--- src/rtl/alu_csr_bank.sv ---
// APB control/status register bank for the ALU subsystem: builds commands for FIFO_IN,
// drains FIFO_OUT into a held RESULT register and raises a level interrupt.
module alu_csr_bank #(
    parameter int APB_BUS_SIZE   = 32,
    parameter int ADDR_WIDTH     = 8,
    parameter int ID_SIZE        = 8,
    parameter int OPERATION_SIZE = 2,
    parameter int NUM_OPERANDS   = 2,
    parameter int FIFO_OUT_WIDTH = 25,
    parameter int CMD_WIDTH      = NUM_OPERANDS*APB_BUS_SIZE+ID_SIZE+OPERATION_SIZE
) (
    input  logic                      clk,
    input  logic                      rst_n,
    input  logic                      psel,
    input  logic                      penable,
    input  logic                      pwrite,
    input  logic [ADDR_WIDTH-1:0]     paddr,
    input  logic [APB_BUS_SIZE-1:0]   pwdata,
    output logic [APB_BUS_SIZE-1:0]   prdata,
    output logic                      pready,
    output logic                      pslverr,
    output logic                      cmd_valid,
    input  logic                      fifo_in_full,
    output logic [CMD_WIDTH-1:0]      cmd_data,
    input  logic                      fifo_out_empty,
    output logic                      res_rd_en,
    input  logic [FIFO_OUT_WIDTH-1:0] res_data,
    output logic                      irq
);

    localparam int WORD_W = ADDR_WIDTH - 2;
    localparam logic [WORD_W-1:0] W_CTRL   = WORD_W'(0);
    localparam logic [WORD_W-1:0] W_STATUS = WORD_W'(1);
    localparam logic [WORD_W-1:0] W_RESULT = WORD_W'(2);
    localparam logic [WORD_W-1:0] W_IRQCLR = WORD_W'(3);
    localparam logic [WORD_W-1:0] W_DATA0  = WORD_W'(4);
    localparam logic [WORD_W-1:0] W_DLAST  = WORD_W'(4 + NUM_OPERANDS - 1);

    typedef enum logic [1:0] {
        R_IDLE = 2'd0,
        R_POP  = 2'd1,
        R_CAP  = 2'd2,
        R_HOLD = 2'd3
    } res_state_e;

    logic [OPERATION_SIZE-1:0]                    op_q, op_d;
    logic [ID_SIZE-1:0]                           id_q, id_d;
    logic                                         irq_en_q, irq_en_d;
    logic                                         auto_start_q, auto_start_d;
    logic [NUM_OPERANDS-1:0][APB_BUS_SIZE-1:0]    data_q, data_d;
    logic                                         cmd_pending_q, cmd_pending_d;
    logic                                         overflow_q, overflow_d;
    logic [FIFO_OUT_WIDTH-1:0]                    result_q;
    logic                                         result_valid_q;
    logic                                         res_rd_en_q;
    logic                                         irq_q;
    res_state_e                                   state_q;

    logic [WORD_W-1:0]       word_s;
    logic                    access_s, wr_s, rd_s;
    logic                    is_data_s, mapped_s, err_s, wr_ok_s;
    logic                    wr_ctrl_ok_s, start_req_s, result_rd_ok_s;
    logic [APB_BUS_SIZE-1:0] rdata_s;
    logic                    unused_paddr_s;

    assign word_s         = paddr[ADDR_WIDTH-1:2];
    assign unused_paddr_s = ^paddr[1:0];
    assign access_s       = psel & penable;
    assign wr_s           = access_s & pwrite;
    assign rd_s           = access_s & ~pwrite;
    assign is_data_s      = (word_s >= W_DATA0) && (word_s <= W_DLAST);
    assign mapped_s       = (word_s <= W_IRQCLR) || is_data_s;

    // Transfer error: unmapped, RO write, config write while a command waits, empty RESULT read.
    always_comb begin
        err_s = 1'b0;
        if (!mapped_s) begin
            err_s = 1'b1;
        end else if (wr_s && ((word_s == W_STATUS) || (word_s == W_RESULT))) begin
            err_s = 1'b1;
        end else if (wr_s && ((word_s == W_CTRL) || is_data_s) && cmd_pending_q) begin
            err_s = 1'b1;
        end else if (rd_s && (word_s == W_RESULT) && !result_valid_q) begin
            err_s = 1'b1;
        end else begin
            err_s = 1'b0;
        end
    end

    assign wr_ok_s        = wr_s & ~err_s;
    assign wr_ctrl_ok_s   = wr_ok_s & (word_s == W_CTRL);
    assign result_rd_ok_s = rd_s & ~err_s & (word_s == W_RESULT);
    // A start request is recognised even when rejected so it can flag overflow.
    assign start_req_s    = wr_s & (((word_s == W_CTRL) & pwdata[0]) |
                                    (auto_start_q & (word_s == W_DLAST)));

    assign op_d         = wr_ctrl_ok_s ? pwdata[1 +: OPERATION_SIZE] : op_q;
    assign id_d         = wr_ctrl_ok_s ? pwdata[8 +: ID_SIZE]        : id_q;
    assign irq_en_d     = wr_ctrl_ok_s ? pwdata[16]                  : irq_en_q;
    assign auto_start_d = wr_ctrl_ok_s ? pwdata[17]                  : auto_start_q;

    // Operand register next state.
    always_comb begin
        data_d = data_q;
        for (int k = 0; k < NUM_OPERANDS; k++) begin
            if (wr_ok_s && (word_s == W_DATA0 + WORD_W'(k))) begin
                data_d[k] = pwdata;
            end else begin
                data_d[k] = data_q[k];
            end
        end
    end

    // Pending command and sticky overflow; a new overflow outranks a same-cycle clear.
    always_comb begin
        cmd_pending_d = cmd_pending_q;
        overflow_d    = overflow_q;
        if (start_req_s && !cmd_pending_q) begin
            cmd_pending_d = 1'b1;
        end else if (cmd_pending_q && !fifo_in_full) begin
            cmd_pending_d = 1'b0;
        end else begin
            cmd_pending_d = cmd_pending_q;
        end
        if (start_req_s && cmd_pending_q) begin
            overflow_d = 1'b1;
        end else if (wr_ok_s && (word_s == W_IRQCLR) && pwdata[0]) begin
            overflow_d = 1'b0;
        end else begin
            overflow_d = overflow_q;
        end
    end

    // Read data mux; errored and idle transfers return zero.
    always_comb begin
        rdata_s = '0;
        case (word_s)
            W_CTRL: begin
                rdata_s[1 +: OPERATION_SIZE] = op_q;
                rdata_s[8 +: ID_SIZE]        = id_q;
                rdata_s[16]                  = irq_en_q;
                rdata_s[17]                  = auto_start_q;
            end
            W_STATUS: begin
                rdata_s[5:0] = {irq_q, overflow_q, result_valid_q, cmd_pending_q,
                                fifo_out_empty, fifo_in_full};
            end
            W_RESULT: begin
                rdata_s[FIFO_OUT_WIDTH-1:0] = result_q;
            end
            default: begin
                for (int k = 0; k < NUM_OPERANDS; k++) begin
                    if (word_s == W_DATA0 + WORD_W'(k)) begin
                        rdata_s = data_q[k];
                    end else begin
                        rdata_s = rdata_s;
                    end
                end
            end
        endcase
        if (rd_s && !err_s) begin
            prdata = rdata_s;
        end else begin
            prdata = '0;
        end
    end

    // Command/configuration registers and registered interrupt.
    always_ff @(posedge clk or negedge rst_n) begin
        if (!rst_n) begin
            op_q          <= '0;
            id_q          <= '0;
            irq_en_q      <= 1'b0;
            auto_start_q  <= 1'b0;
            data_q        <= '0;
            cmd_pending_q <= 1'b0;
            overflow_q    <= 1'b0;
            irq_q         <= 1'b0;
        end else begin
            op_q          <= op_d;
            id_q          <= id_d;
            irq_en_q      <= irq_en_d;
            auto_start_q  <= auto_start_d;
            data_q        <= data_d;
            cmd_pending_q <= cmd_pending_d;
            overflow_q    <= overflow_d;
            irq_q         <= irq_en_q & (result_valid_q | overflow_q);
        end
    end

    // Result FSM: pop FIFO_OUT once, capture the head, hold it until software reads it.
    always_ff @(posedge clk or negedge rst_n) begin
        if (!rst_n) begin
            state_q        <= R_IDLE;
            res_rd_en_q    <= 1'b0;
            result_q       <= '0;
            result_valid_q <= 1'b0;
        end else begin
            case (state_q)
                R_IDLE: begin
                    if (!result_valid_q && !fifo_out_empty) begin
                        state_q     <= R_POP;
                        res_rd_en_q <= 1'b1;
                    end else begin
                        state_q     <= R_IDLE;
                        res_rd_en_q <= 1'b0;
                    end
                end
                R_POP: begin
                    state_q     <= R_CAP;
                    res_rd_en_q <= 1'b0;
                end
                R_CAP: begin
                    result_q       <= res_data;
                    result_valid_q <= 1'b1;
                    state_q        <= R_HOLD;
                    res_rd_en_q    <= 1'b0;
                end
                R_HOLD: begin
                    res_rd_en_q <= 1'b0;
                    if (result_rd_ok_s) begin
                        result_valid_q <= 1'b0;
                        state_q        <= R_IDLE;
                    end else begin
                        state_q <= R_HOLD;
                    end
                end
                default: begin
                    state_q     <= R_IDLE;
                    res_rd_en_q <= 1'b0;
                end
            endcase
        end
    end

    assign pready    = 1'b1;
    assign pslverr   = access_s & err_s;
    assign cmd_valid = cmd_pending_q;
    assign cmd_data  = {data_q, id_q, op_q};
    assign res_rd_en = res_rd_en_q;
    assign irq       = irq_q;

endmodule
--- config.mk ---
export PLATFORM = sky130hd
export DESIGN_NAME = alu_csr_bank
export DESIGN_NICKNAME = d
export VERILOG_FILES = /design/src/rtl/alu_csr_bank.sv
export SDC_FILE = /design/constraint.sdc
export NUM_CORES = 1
export LEC_CHECK = 0
export CORE_UTILIZATION = 42
export DETAILED_ROUTE_END_ITERATION = 8
export DONT_BUFFER_PORTS = 1
export GPL_ROUTABILITY_DRIVEN = 0
export GPL_TIMING_DRIVEN = 0
export SLEW_MARGIN = 20
export SYNTH_ARGS = -nofsm -noshare
export SYNTH_HDL_FRONTEND = slang
export SYNTH_SLANG_ARGS = --single-unit
--- constraint.sdc ---
create_clock -name clk -period 2.8 [get_ports clk]
set_input_delay 0.42 -clock clk [delete_from_list [all_inputs] [get_ports clk]]
set_output_delay 0.42 -clock clk [all_outputs]
set_load 0.05 [all_outputs]
Word-level counts from Yosys, hierarchy flattened
Cells that the tools add are included.
{"block": "totals", "reg_bits": 108}
{"block": "op_classes", "order_cmp": 3, "eq_ne": 9, "n_mux": 25, "bitwise_logic": 16, "n_reduce_logical": 32}
{"operator": "32-bit 2-to-1 mux", "count": 3}
{"operator": "10-bit case mux with 3 select lines", "count": 1}
{"operator": "1-bit logical AND", "count": 15}
{"operator": "7-bit case mux with 2 select lines", "count": 1}
{"operator": "1-bit bitwise AND", "count": 12}
{"operator": "6-bit by 2-bit == test with 1-bit output (second input constant)", "count": 2}
{"operator": "6-bit by 3-bit == test with 1-bit output (second input constant)", "count": 2}
{"operator": "1-bit 2-to-1 mux", "count": 11}
{"operator": "3-bit case mux with 3 select lines", "count": 1}
{"operator": "2-bit case mux with 4 select lines", "count": 1}
{"operator": "7-bit 2-to-1 mux", "count": 1}
{"operator": "6-bit by 1-bit == test with 1-bit output (second input constant)", "count": 1}
{"operator": "6-bit by 3-bit >= comparator with 1-bit output (second input constant)", "count": 1}
{"operator": "6-bit by 2-bit <= comparator with 1-bit output (second input constant)", "count": 1}
{"operator": "6-bit by 3-bit <= comparator with 1-bit output (second input constant)", "count": 1}
{"operator": "6-bit logical NOT", "count": 1}
{"operator": "2-bit case mux with 3 select lines", "count": 1}
{"operator": "2-bit nonzero test", "count": 3}
{"operator": "3-bit OR reduction", "count": 2}
{"operator": "1-bit logical NOT", "count": 5}
{"operator": "2-bit == test (second input constant)", "count": 2}
{"operator": "1-bit case mux with 2 select lines", "count": 2}
{"operator": "2-bit case mux with 2 select lines", "count": 1}
{"operator": "1-bit logical OR", "count": 3}
{"operator": "other kinds (9)", "count": 11}

Depth between registers and ports, before layout
{"block": "logic_depth", "ltp_word": 14, "mapped_depth": 6, "depth_no_buf": 4}

Worst setup path before layout
Ideal clock, no wire load.
{"block": "synth_path", "path_kind": "input -> output", "start": "in paddr[5]", "end": "out prdata[0]", "arrival_ps": 2838, "required_time_ps": 2380, "path_slack_ps": -458, "stages": 6, "n_path_buf": 2, "path_cell_list": "or3_1 buf_2 a211oi_1 o31ai_1 buf_2 a311oi_1"}
{"block": "synth_via", "elab_chain_len": 11}
{"element": "start, declared", "line": "17", "source": "input logic [ADDR_WIDTH-1:0] paddr,"}
{"element": "6-bit by 3-bit >= comparator with 1-bit output or 6-bit by 3-bit <= comparator with 1-bit output (tied branches)", "line": "71", "source": "assign is_data_s = (word_s >= W_DATA0) && (word_s <= W_DLAST);"}
{"element": "1-bit logical AND", "line": "71"}
{"element": "1-bit logical OR", "line": "81", "source": "end else if (wr_s && ((word_s == W_CTRL) || is_data_s) && cmd_pending_q) begin"}
{"element": "1-bit logical AND (2 in series)", "line": "81"}
{"element": "1-bit 2-to-1 mux", "line": "81"}
{"element": "1-bit 2-to-1 mux", "line": "79", "source": "end else if (wr_s && ((word_s == W_STATUS) || (word_s == W_RESULT))) begin"}
{"element": "1-bit 2-to-1 mux", "line": "77", "source": "if (!mapped_s) begin"}
{"element": "1-bit logical NOT", "line": "161", "source": "if (rd_s && !err_s) begin"}
{"element": "1-bit logical AND", "line": "161"}
{"element": "32-bit 2-to-1 mux *", "line": "161"}
{"element": "end, declared", "line": "19", "source": "output logic [APB_BUS_SIZE-1:0] prdata,"}
Mark *: on every way between the ends. The rest lies on a longest branch, timed or not.

Worst setup path in the final report
{"block": "layout_path", "start": "in paddr[5]", "end": "out prdata[5]"}
The elaborated chain is that of the path after synthesis.

==> impl_summary.md <==
Pwr
The analysis attributes to cell leakage a power of 0.00274 uW. The design draws 3470 uW. For this design the ratio of total power to cell area is 562 nW/um2.

The worst ir drop on vdd is 0.261 mV.

Timing
On the final layout, the worst clock skew is 0.00546 ns. The clock period could shrink to 2.70 ns. The worst slack on hold paths is -0.242 ns. Setup repair after global routing left no endpoint under its margin.

The total of endpoints with negative setup slack in the final report is 0. The headroom to the max-slew limit is 50.9%. The final number of hold-violating endpoints came to 108. The worst-margin pin slew is 0.731 ns.

The maximum clock frequency is 0.370 GHz. The part of the cycle the worst path needs is 96.5%. The max-slew violation count came to 0.

Logic synthesis
The share of flip-flops with an asynchronous set or reset after synthesis is 100%. After synthesis, the mean cell area works out to 12.6 um2. The cell count after synthesis is 416. The post-synthesis instance area is 5260 um2. The flip-flop and latch count after synthesis is 108.

The unique cell type count in the Yosys netlist is 42. The top flip-flop cell by instance count after synthesis is sky130_fd_sc_hd__dfrtp_1. Sorting the synthesized cells by area gives the leading types as sky130_fd_sc_hd__dfrtp_1 51%, sky130_fd_sc_hd__mux2_2 19%, sky130_fd_sc_hd__mux2_4 8.6%. The synthesized netlist net count is 488. In the post-synthesis netlist, the cell with the most instances is sky130_fd_sc_hd__dfrtp_1.

After synthesis, the most frequently instantiated cells are 108 x sky130_fd_sc_hd__dfrtp_1, 89 x sky130_fd_sc_hd__mux2_2, 30 x sky130_fd_sc_hd__mux2_4, 23 x sky130_fd_sc_hd__nand2_1, 21 x sky130_fd_sc_hd__o21ai_0. The number of synthesized flops with an enable pin is 0. The fraction of synthesized cell area taken by the top area cell type is 51.4%. Sequential elements use 51.4% of the synthesized area.

Yosys printed 0 warnings. The cell type contributing the most total cell area after synthesis is sky130_fd_sc_hd__dfrtp_1.

CTS
The clock tree synthesis step divided the H-tree into 3 levels. At the later pin of the worst-skew pair, clock insertion delay measures 0.35 ns. The clock tree from TritonCTS is built.

The tree is rooted in a sky130_fd_sc_hd__clkbuf_16. The number of buffers created by CTS is 9. After clock tree synthesis, the clock-pin slew on the worst setup and hold paths is 0.07 ns. The buffer depth of the longest clock path is 2. The total clock sinks is 108.

Floorplanning
The initialized floorplan defines 40 standard-cell rows. The initial utilization of the core area, before any placement, comes to 43.4%. Measured along the x axis, the die boundary spans 114 um. The standard cell core area is 12,100 um2. The number of ports placed on the die boundary is 183. Measured along the y axis, the die boundary spans 114 um. The total die area is 13,000 um2.

Drt
Wires add up to 14,200 um. The number of violations reported at the end of detailed-routing iteration 0 is 170. The first detailed-routing pass ran for 4 iterations. The number of vias in the routed layout is 3,510. The number of remaining DRC errors is 0. Using the TritonRoute via totals, the vias-per-cell ratio works out to 5.76. The final antenna-violating net count is 0. The routed length per instance is 23.2 um.

Place
In this run the tool buffered the top-level ports with 0 buffer cells. The placed instance area is 5550 um2. Once placement completed, the tool counted placed cells totaling 584.

Once detailed placement completed, the half-perimeter wirelength came to 9880 um.

Global routing
The number of antenna violations at the first check in global routing is 0. The leftover overflow at the end of global routing is 0. The number of global-route vias before repair was 3,822. Entering global routing, the biggest net connects 109 pins. The first global-routing pass estimated 21,900 um of wire. The global routing usage summed across all routing layers is 22.8%.

Run status
The flow ran to the end, but the final reports show violations. The final reports fail on negative hold slack.

Critical path
Traced cell by cell, the critical path runs through or3_1 > buf_2 > a211oi_2 > o31ai_1 > buf_4 > a311oi_4. For the worst flop-to-flop path, the logic depth is 4. At the worst endpoint, the arrival time is 2.28 ns.

The nature of the critical path endpoint is an output pin. The slowest stage cell on the critical path is sky130_fd_sc_hd__a311oi_4. The launch instance of the worst register-to-register path is cmd_valid. The category of cells accounting for the largest share of critical-path delay is compound AO/OA/AOI/OAI gates. On the worst path, the slowest cell contributes a delay of 0.60 ns. STA puts the critical path data required time at 2.38 ns. The number of buffer and inverter stages on the critical path is 2.

The launch point of the worst path is paddr[5]. The nature of the critical path startpoint is an input port. The worst-path maximum fanout is 10.

The critical path depth is 6. The start-to-end type of the worst setup path is in -> out.

Cells and area
The area of all placed cells without fillers is 6180 um2. The post-route non-filler standard cell count is 609. The share of layout cells above drive strength 1 is 46.9%. The number of antenna diodes in the final layout is 0. Fill cells in the final layout number 1,093. At the end of the flow, the number of nets in the layout was 508.

The final standard cell utilization of the core is 51.0%. Relative to the synthesized area, the layout overhead comes to 17.6%.

Run
The number of max-cap violations is 0.

Hold path
In this run the worst hold path is classified as in -> async.
## final cells by class
| cell class | count | area (um2) | area share (%) |
|---|---|---|---|
| Clock buffer | 9 | 225 | 3.64 |
| Multi-Input combinational cell | 279 | 2730 | 44.1 |
| Sequential cell | 108 | 2700 | 43.7 |
| Buffer | 27 | 155 | 2.51 |
| Timing Repair Buffer | 9 | 80.1 | 1.30 |
| Tap cell | 168 | 210 | 3.40 |
| Clock inverter | 7 | 76.3 | 1.23 |
| Inverter | 2 | 7.51 | 0.121 |
## flip-flops by register name, summed over array words and instances (netlist names)
register / cells
irq_en_q: 1
result_q: 25
overflow_q: 1
auto_start_q: 1
id_q: 8
op_q: 2
irq: 1
result_valid_q: 1
state_q: 2
res_rd_en: 1
cmd_data: 64
cmd_valid: 1
## per-layer routing
metal	vias to the layer above	track usage, %	part of all wire [%]	wire [um]
met1	1792	28.4	41	5810
met4	0	10.6	2.2	308
met3	21	5.95	7.5	1060
met2	142	37.2	49	6980
li1	1555	-	-	-
met5	-	0	0	0
## report_power, final
group,switching (uW),leakage (uW),internal [uW],total [uW]
clock,604,0.000142,699,1300
combinational,112,0.00117,137,250
sequential,262,0.00143,1660,1920
## logic make-up (layout without fill, tap and decap cells)
| kind of cell | after synthesis | after routing | synth area share [%] |
|---|---|---|---|
| muxes | 126 | 126 | 29.0 |
| DFF | 108 | 108 | 51.4 |
| and+or+nand+nor | 84 | 84 | 8.71 |
| AOI/OAI and AO/OA | 68 | 68 | 8.04 |
| buffers and inverters | 29 | 54 | 2.78 |
| other | 1 | 1 | 0.0713 |
## metrics by stage
stage / setup TNS [ns] / setup slack, ns
4_1_cts: 0 / 0.00284
3_5_place_dp: -13.70 / -0.713
3_3_place_gp: -17.96 / -0.980
5_1_grt: 0 / 0.00128
6_report: 0 / 0.0966
2_1_floorplan: -4.03 / -0.458
## timing repair
| action | 4_1_cts | 5_1_grt |
|---|---|---|
| hold endpoints to repair | 108 | 108 |
| pin swaps | 9 | 5 |
| gates cloned | 0 | 0 |
| setup endpoints to repair | 33 | 23 |
| resized for setup | 49 | 6 |
| setup buffers | 6 | 3 |
## worst paths after layout
path / to / slack [ns]
worst min register to register: result_q[16] / 0.50
worst max register to register: id_q[3] / 0.52
worst max-delay path: prdata[5] / 0.1
worst min-delay path: cmd_data[46] / -0.24
min in group clk: res_rd_en / 0.14
max in group asynchronous: result_q[0] / 2.80
## placed cells by master, fill, tap and decap left out, types with 3 or more instances in the layout
| cell type | n |
|---|---|
| sky130_fd_sc_hd__a22oi_1 | 11 |
| sky130_fd_sc_hd__dfrtp_1 | 108 |
| sky130_fd_sc_hd__nor3_4 | 12 |
| sky130_fd_sc_hd__buf_6 | 3 |
| sky130_fd_sc_hd__buf_1 | 3 |
| sky130_fd_sc_hd__and3_1 | 11 |
| sky130_fd_sc_hd__nand2b_1 | 5 |
| sky130_fd_sc_hd__a311oi_4 | 4 |
| sky130_fd_sc_hd__nor2_2 | 9 |
| sky130_fd_sc_hd__mux2i_1 | 5 |
| sky130_fd_sc_hd__clkbuf_2 | 4 |
| sky130_fd_sc_hd__clkbuf_1 | 4 |
| sky130_fd_sc_hd__clkbuf_16 | 9 |
| sky130_fd_sc_hd__o21ai_0 | 16 |
| sky130_fd_sc_hd__o21ai_2 | 5 |
| sky130_fd_sc_hd__a21oi_1 | 16 |
| sky130_fd_sc_hd__buf_4 | 12 |
| sky130_fd_sc_hd__nor2_1 | 5 |
| sky130_fd_sc_hd__mux2_4 | 30 |
| sky130_fd_sc_hd__mux2_2 | 89 |
| sky130_fd_sc_hd__nand2_1 | 23 |
| sky130_fd_sc_hd__buf_2 | 9 |
(Power assumes the default switching activity.)
